$ cat src/rtl/score_keeper.sv
// Pong match scorer: turns point pulses into per-player BCD scores and sequences
// idle / play / post-point hold / game over, driving the two score digits.
module score_keeper #(
  parameter int unsigned WIN_SCORE    = 7,
  parameter int unsigned HOLD_CYCLES  = 50_000_000,
  parameter int unsigned BLINK_CYCLES = 12_500_000
) (
  input  logic       clk,
  input  logic       reset,
  input  logic       start,
  input  logic       p1_point,
  input  logic       p2_point,
  output logic       play_en,
  output logic       serve_dir,
  output logic       game_over,
  output logic       winner,
  output logic [3:0] p1score,
  output logic [3:0] p2score
);

  localparam int unsigned SCORE_W = 4;
  localparam int unsigned HOLD_W  = (HOLD_CYCLES > 1) ? $clog2(HOLD_CYCLES) : 1;
  localparam int unsigned BLINK_W = (BLINK_CYCLES > 1) ? $clog2(BLINK_CYCLES) : 1;

  localparam logic [SCORE_W-1:0] MAX_DIGIT  = SCORE_W'(9);
  localparam logic [SCORE_W-1:0] BLANK      = SCORE_W'(10);
  localparam logic [SCORE_W-1:0] WIN        = SCORE_W'(WIN_SCORE);
  localparam logic [HOLD_W-1:0]  HOLD_LAST  = HOLD_W'(HOLD_CYCLES - 1);
  localparam logic [BLINK_W-1:0] BLINK_LAST = BLINK_W'(BLINK_CYCLES - 1);

  typedef enum logic [1:0] {
    S_IDLE = 2'd0,
    S_PLAY = 2'd1,
    S_HOLD = 2'd2,
    S_OVER = 2'd3
  } state_t;

  state_t               state_q, state_d;
  logic [SCORE_W-1:0]   score1_q, score1_d;
  logic [SCORE_W-1:0]   score2_q, score2_d;
  logic [HOLD_W-1:0]    hold_cnt_q, hold_cnt_d;
  logic [BLINK_W-1:0]   blink_cnt_q, blink_cnt_d;
  logic                 blink_shown_q, blink_shown_d;
  logic                 serve_d, winner_d;
  logic [SCORE_W-1:0]   disp1_d, disp2_d;
  logic [SCORE_W-1:0]   scorer_score;

  // Edge-detect history; armed blocks events on the first cycle after reset
  // release so a button held through reset does not fire.
  logic armed_q;
  logic start_q, p1_q, p2_q;
  logic start_ev, p1_ev, p2_ev;

  function automatic logic [SCORE_W-1:0] sat_inc(input logic [SCORE_W-1:0] s);
    return (s >= MAX_DIGIT) ? MAX_DIGIT : s + SCORE_W'(1);
  endfunction

  always_comb begin
    start_ev = armed_q & start    & ~start_q;
    p1_ev    = armed_q & p1_point & ~p1_q;
    p2_ev    = armed_q & p2_point & ~p2_q;
  end

  // Next-state and next-output logic
  always_comb begin
    state_d       = state_q;
    score1_d      = score1_q;
    score2_d      = score2_q;
    hold_cnt_d    = hold_cnt_q;
    blink_cnt_d   = blink_cnt_q;
    blink_shown_d = blink_shown_q;
    serve_d       = serve_dir;
    winner_d      = winner;
    disp1_d       = '0;
    disp2_d       = '0;
    scorer_score  = serve_dir ? score1_q : score2_q;

    case (state_q)
      S_IDLE: begin
        if (start_ev) begin
          state_d  = S_PLAY;
          score1_d = '0;
          score2_d = '0;
          serve_d  = 1'b0;
        end
      end

      S_PLAY: begin
        if (p1_ev && !p2_ev) begin
          score1_d   = sat_inc(score1_q);
          serve_d    = 1'b1;
          hold_cnt_d = '0;
          state_d    = S_HOLD;
        end else if (p2_ev && !p1_ev) begin
          score2_d   = sat_inc(score2_q);
          serve_d    = 1'b0;
          hold_cnt_d = '0;
          state_d    = S_HOLD;
        end
      end

      // serve_dir still encodes who just scored: 1 means player 1 did.
      S_HOLD: begin
        if (scorer_score == WIN) begin
          state_d       = S_OVER;
          winner_d      = ~serve_dir;
          blink_cnt_d   = '0;
          blink_shown_d = 1'b1;
        end else if (hold_cnt_q == HOLD_LAST) begin
          state_d = S_PLAY;
        end else begin
          hold_cnt_d = hold_cnt_q + HOLD_W'(1);
        end
      end

      S_OVER: begin
        if (start_ev) begin
          state_d       = S_PLAY;
          score1_d      = '0;
          score2_d      = '0;
          serve_d       = ~winner;
          blink_cnt_d   = '0;
          blink_shown_d = 1'b1;
        end else if (blink_cnt_q == BLINK_LAST) begin
          blink_cnt_d   = '0;
          blink_shown_d = ~blink_shown_q;
        end else begin
          blink_cnt_d = blink_cnt_q + BLINK_W'(1);
        end
      end

      default: state_d = S_IDLE;
    endcase

    // Display codes follow the next state so they update with it.
    if (state_d != S_IDLE) begin
      disp1_d = score1_d;
      disp2_d = score2_d;
    end
    if (state_d == S_OVER && !blink_shown_d) begin
      if (winner_d) disp2_d = BLANK;
      else          disp1_d = BLANK;
    end
  end

  always_ff @(posedge clk or negedge reset) begin
    if (!reset) begin
      armed_q <= 1'b0;
      start_q <= 1'b0;
      p1_q    <= 1'b0;
      p2_q    <= 1'b0;
    end else begin
      armed_q <= 1'b1;
      start_q <= start;
      p1_q    <= p1_point;
      p2_q    <= p2_point;
    end
  end

  always_ff @(posedge clk or negedge reset) begin
    if (!reset) begin
      state_q       <= S_IDLE;
      score1_q      <= '0;
      score2_q      <= '0;
      hold_cnt_q    <= '0;
      blink_cnt_q   <= '0;
      blink_shown_q <= 1'b1;
    end else begin
      state_q       <= state_d;
      score1_q      <= score1_d;
      score2_q      <= score2_d;
      hold_cnt_q    <= hold_cnt_d;
      blink_cnt_q   <= blink_cnt_d;
      blink_shown_q <= blink_shown_d;
    end
  end

  // Registered outputs
  always_ff @(posedge clk or negedge reset) begin
    if (!reset) begin
      play_en   <= 1'b0;
      serve_dir <= 1'b0;
      game_over <= 1'b0;
      winner    <= 1'b0;
      p1score   <= '0;
      p2score   <= '0;
    end else begin
      play_en   <= (state_d == S_PLAY);
      serve_dir <= serve_d;
      game_over <= (state_d == S_OVER);
      winner    <= winner_d;
      p1score   <= disp1_d;
      p2score   <= disp2_d;
    end
  end

endmodule

$ cat config.mk
export PLATFORM = sky130hd
export DESIGN_NAME = score_keeper
export DESIGN_NICKNAME = d
export VERILOG_FILES = /design/src/rtl/score_keeper.sv
export SDC_FILE = /design/constraint.sdc
export NUM_CORES = 1
export LEC_CHECK = 0
export BUFFER_PORTS_ARGS = -buffer_cell sky130_fd_sc_hd__buf_2
export CORE_UTILIZATION = 55
export CTS_CLUSTER_DIAMETER = 150
export CTS_CLUSTER_SIZE = 25
export DETAILED_ROUTE_END_ITERATION = 8
export PLACE_DENSITY = 0.81
export SYNTH_ARGS = -nofsm -noshare
export SYNTH_HDL_FRONTEND = slang
export SYNTH_SLANG_ARGS = --single-unit
export TNS_END_PERCENT = 5
$ cat constraint.sdc
create_clock -name clk -period 2.2 [get_ports clk]
set_input_delay 0.22 -clock clk [delete_from_list [all_inputs] [get_ports clk]]
set_output_delay 0.22 -clock clk [all_outputs]
set_load 0.1 [all_outputs]
==> results.sh <==
export IMPL_numCtsBuffers=9
export IMPL_netlist_top_cells_area="dfrtp_1 (45%), xor2_1 (4.4%), o21ai_0 (4.3%), nor2_1 (4.2%), ha_1 (4.2%)"
export IMPL_dr_pass1_iters=5
export IMPL_yosys_area_share_xor_xnor=0.0686
export IMPL_worstSetupStartpointType="register"
export IMPL_setup_worst_path_class="register to register"
export IMPL_final_common_cell="dfrtp_1"
export IMPL_synth_top_area_share=0.451
export IMPL_cts_tree="built"
export IMPL_fmax_mhz=453
export IMPL_yosys_area_share_adder=0.0416
export IMPL_grt_start_max_net_pins=78
export IMPL_irDropWorstVdd_uv=487
export IMPL_synth_seq_cells=77
export IMPL_async_flop_share=1.00
export IMPL_track_usage=0.264
export IMPL_die_area_sq_um=8010
export IMPL_period_needed_ps=2210
export IMPL_syn_avg_cell_area_sq_um=9.51
export IMPL_first_iter_violations=348
export IMPL_rows=31
export IMPL_initial_core_util=0.575
export IMPL_synth_area_mux_share=0.00505
export IMPL_ys_warn_count=0
export IMPL_rsz0062_at_grt="true"
export IMPL_vias=3863
export IMPL_clk_pin_slew_worst_paths_ps=90
export IMPL_grt_first_pass_wirelength_um=16400
export IMPL_regToRegSetupSlack_ps=-9
export IMPL_seq_area_frac_synth=0.458
export IMPL_yosys_most_used_dff="dfrtp_1"
export IMPL_p_total_mw=3.52
export IMPL_grt_pass1_vias=3497
export IMPL_dpl_hpwl_um=6250
export IMPL_slew_viol_final=0
export IMPL_worst_pin_slew_ps=956
export IMPL_final_layout_size_suffix_gt1_frac=0.231
export IMPL_status="finished, violations left"
export IMPL_most_common_layout_cells="dfrtp_1 (73), nor2_1 (47), o21ai_0 (33), nand2_1 (31), buf_4 (28)"
export IMPL_maxSlewHeadroom=0.363
export IMPL_cts_max_path_buffers=2
export IMPL_synth_top_family_by_area="simple AND/OR/NAND/NOR gates"
export IMPL_worstPathArrival_ps=2450
export IMPL_setup_viol=2
export IMPL_cts_max_level=3
export IMPL_end_kind="register"
export IMPL_synth_compound_area_frac=0.124
export IMPL_timing_final_hold_violations=0
export IMPL_root_buffer="clkbuf_8"
export IMPL_required_ps=2450
export IMPL_final_util=0.703
export IMPL_grt_ovfl_total=0
export IMPL_fin_crit_sh=1.00
export IMPL_synth_largest_area_cell="dfrtp_1"
export IMPL_yosysUniqueCellTypes=64
export IMPL_total_leakage_power_nw=2.31
export IMPL_clkSinkCount=77
export IMPL_drc_errors=0
export IMPL_detail_route_wl_per_cell_um=17.8
export IMPL_diodes=0
export IMPL_worstSkewPairLatency_ps=360
export IMPL_violations="negative setup slack"
export IMPL_synth_edf_count=0
export IMPL_pin_count=17
export IMPL_die_width_um=89.5
export IMPL_syn_area_sq_um=4210
export IMPL_die_h_um=89.5
export IMPL_antenna_left=0
export IMPL_synthCells=443
export IMPL_timing_final_ws_setup_ps=-8.58
export IMPL_worst_path_max_fanout=6
export IMPL_r2r_cells=8
export IMPL_hold_class="primary input to async pin"
export IMPL_nets=517
export IMPL_nFillCells=487
export IMPL_worst_clock_skew_ps=19.9
export IMPL_yosys_area_share_simple=0.274
export IMPL_syn_to_final_growth_pct=22.4
export IMPL_antenna_found_initial=0
export IMPL_numPortBuffers=16
export IMPL_totalWireLength_um=10700
export IMPL_power_density_nw_per_um2=684
export IMPL_core_area_sq_um=7330
export IMPL_gp_congestion=0.857
export IMPL_maxCapViolations=0
export IMPL_via_per_inst=6.42
export IMPL_synth_nets=462
[sequential cells by signal, summed over array words and instances (netlist names)]
name,flops
start_q,1
p1score,4
p1_q,1
armed_q,1
score1_q,4
play_en,1
p2score,4
winner,1
game_over,1
p2_q,1
score2_q,4
state_q,2
blink_shown_q,1
hold_cnt_q,26
serve_dir,1
blink_cnt_q,24
[final timing paths]
kind | start | end
min in group clk | blink_cnt_q[18]$_DFFE_PN0P_ | blink_cnt_q[18]$_DFFE_PN0P_
setup / recovery | hold_cnt_q[18]$_DFFE_PN0P_ | p1score[1]$_DFF_PN0_
hold / removal | reset | hold_cnt_q[18]$_DFFE_PN0P_
hold reg to reg | blink_cnt_q[18]$_DFFE_PN0P_ | blink_cnt_q[18]$_DFFE_PN0P_
setup reg to reg | hold_cnt_q[18]$_DFFE_PN0P_ | p1score[1]$_DFF_PN0_
max in group asynchronous | reset | serve_dir$_DFFE_PN0P_
[synth_stat cells, types with 5 or more instances]
master,count
inv_1,17
nor4_1,8
nor2_1,47
nand2_1,31
nand4_1,19
and2_1,5
and3_1,14
ha_1,14
nor3_1,11
nand3_1,22
a21oi_1,18
xnor2_1,12
o21ai_0,36
clkbuf_1,7
o211a_1,5
or3_1,10
dfrtp_1,76
xor2_1,21
or2_2,5
[metal layers]
metal / track usage / vias to the layer above / share of wire
met3: 0.0545 / 36 / 0.072
li1: - / 1717 / -
met2: 0.439 / 222 / 0.50
met1: 0.350 / 1888 / 0.40
met5: 0 / - / 0
met4: 0.0779 / 0 / 0.023
[kinds of logic after synthesis]
| family | Yosys count |
|---|---|
| xor+xnor | 33 |
| compound gates | 81 |
| simple gates | 206 |
| fa+ha+maj | 14 |
| other cells | 1 |
| mux | 2 |
| buf+inv | 29 |
| flops | 77 |
[where the power goes]
| part | switching (mW) | leakage [nW] | internal, mW |
|---|---|---|---|
| combinational | 0.376 | 1.15 | 0.269 |
| clock | 0.554 | 0.117 | 0.756 |
| sequential | 0.0846 | 1.05 | 1.49 |
[what timing repair did]
| action | in CTS | in global routing |
|---|---|---|
| setup buffers | 3 | 3 |
| gates resized for setup | 8 | 41 |
| hold buffers | 3 | 0 |
| setup endpoints to repair | 18 | 42 |
| cloned | 1 | 2 |
| pin swaps | 1 | 7 |
| hold endpoints to repair | 3 | 0 |
[area by class of cell]
cell class                      instances  area [sq um]  area share
Clock buffer                           10           128      0.0248
Clock inverter                          6           111      0.0216
Inverter                               17          63.8      0.0124
Multi-Input combinational cell        339          2360       0.459
Sequential cell                        77          1930       0.375
Tap cell                               99           124      0.0240
Timing Repair Buffer                   54           432      0.0837
[metrics by stage]
step                      TNS [ps]  cell area [sq um]  cells  hold WS, ps  worst slack (ps)
final                        -14.8               5150    602         13.0             -8.58
after global routing         -1030               5150    602          103              -148
after CTS                        0               4930    597         54.6              4.77
after detailed placement      -718               4570    574          346              -103
after global placement       -27.8               4570    574          346             -27.8
after floorplan              -39.1               4210    443        -75.6             -39.1
[critical path: stages, from the launching register on]
cell	delay, ps
dfrtp_1	450
buf_6	160
nor4bb_4	260
nand3_1	120
o311ai_2	370
o311ai_2	200
buf_4	200
o21ai_0	220
o21ai_0	120
Note: power is estimated with default switching activity, not from simulation.
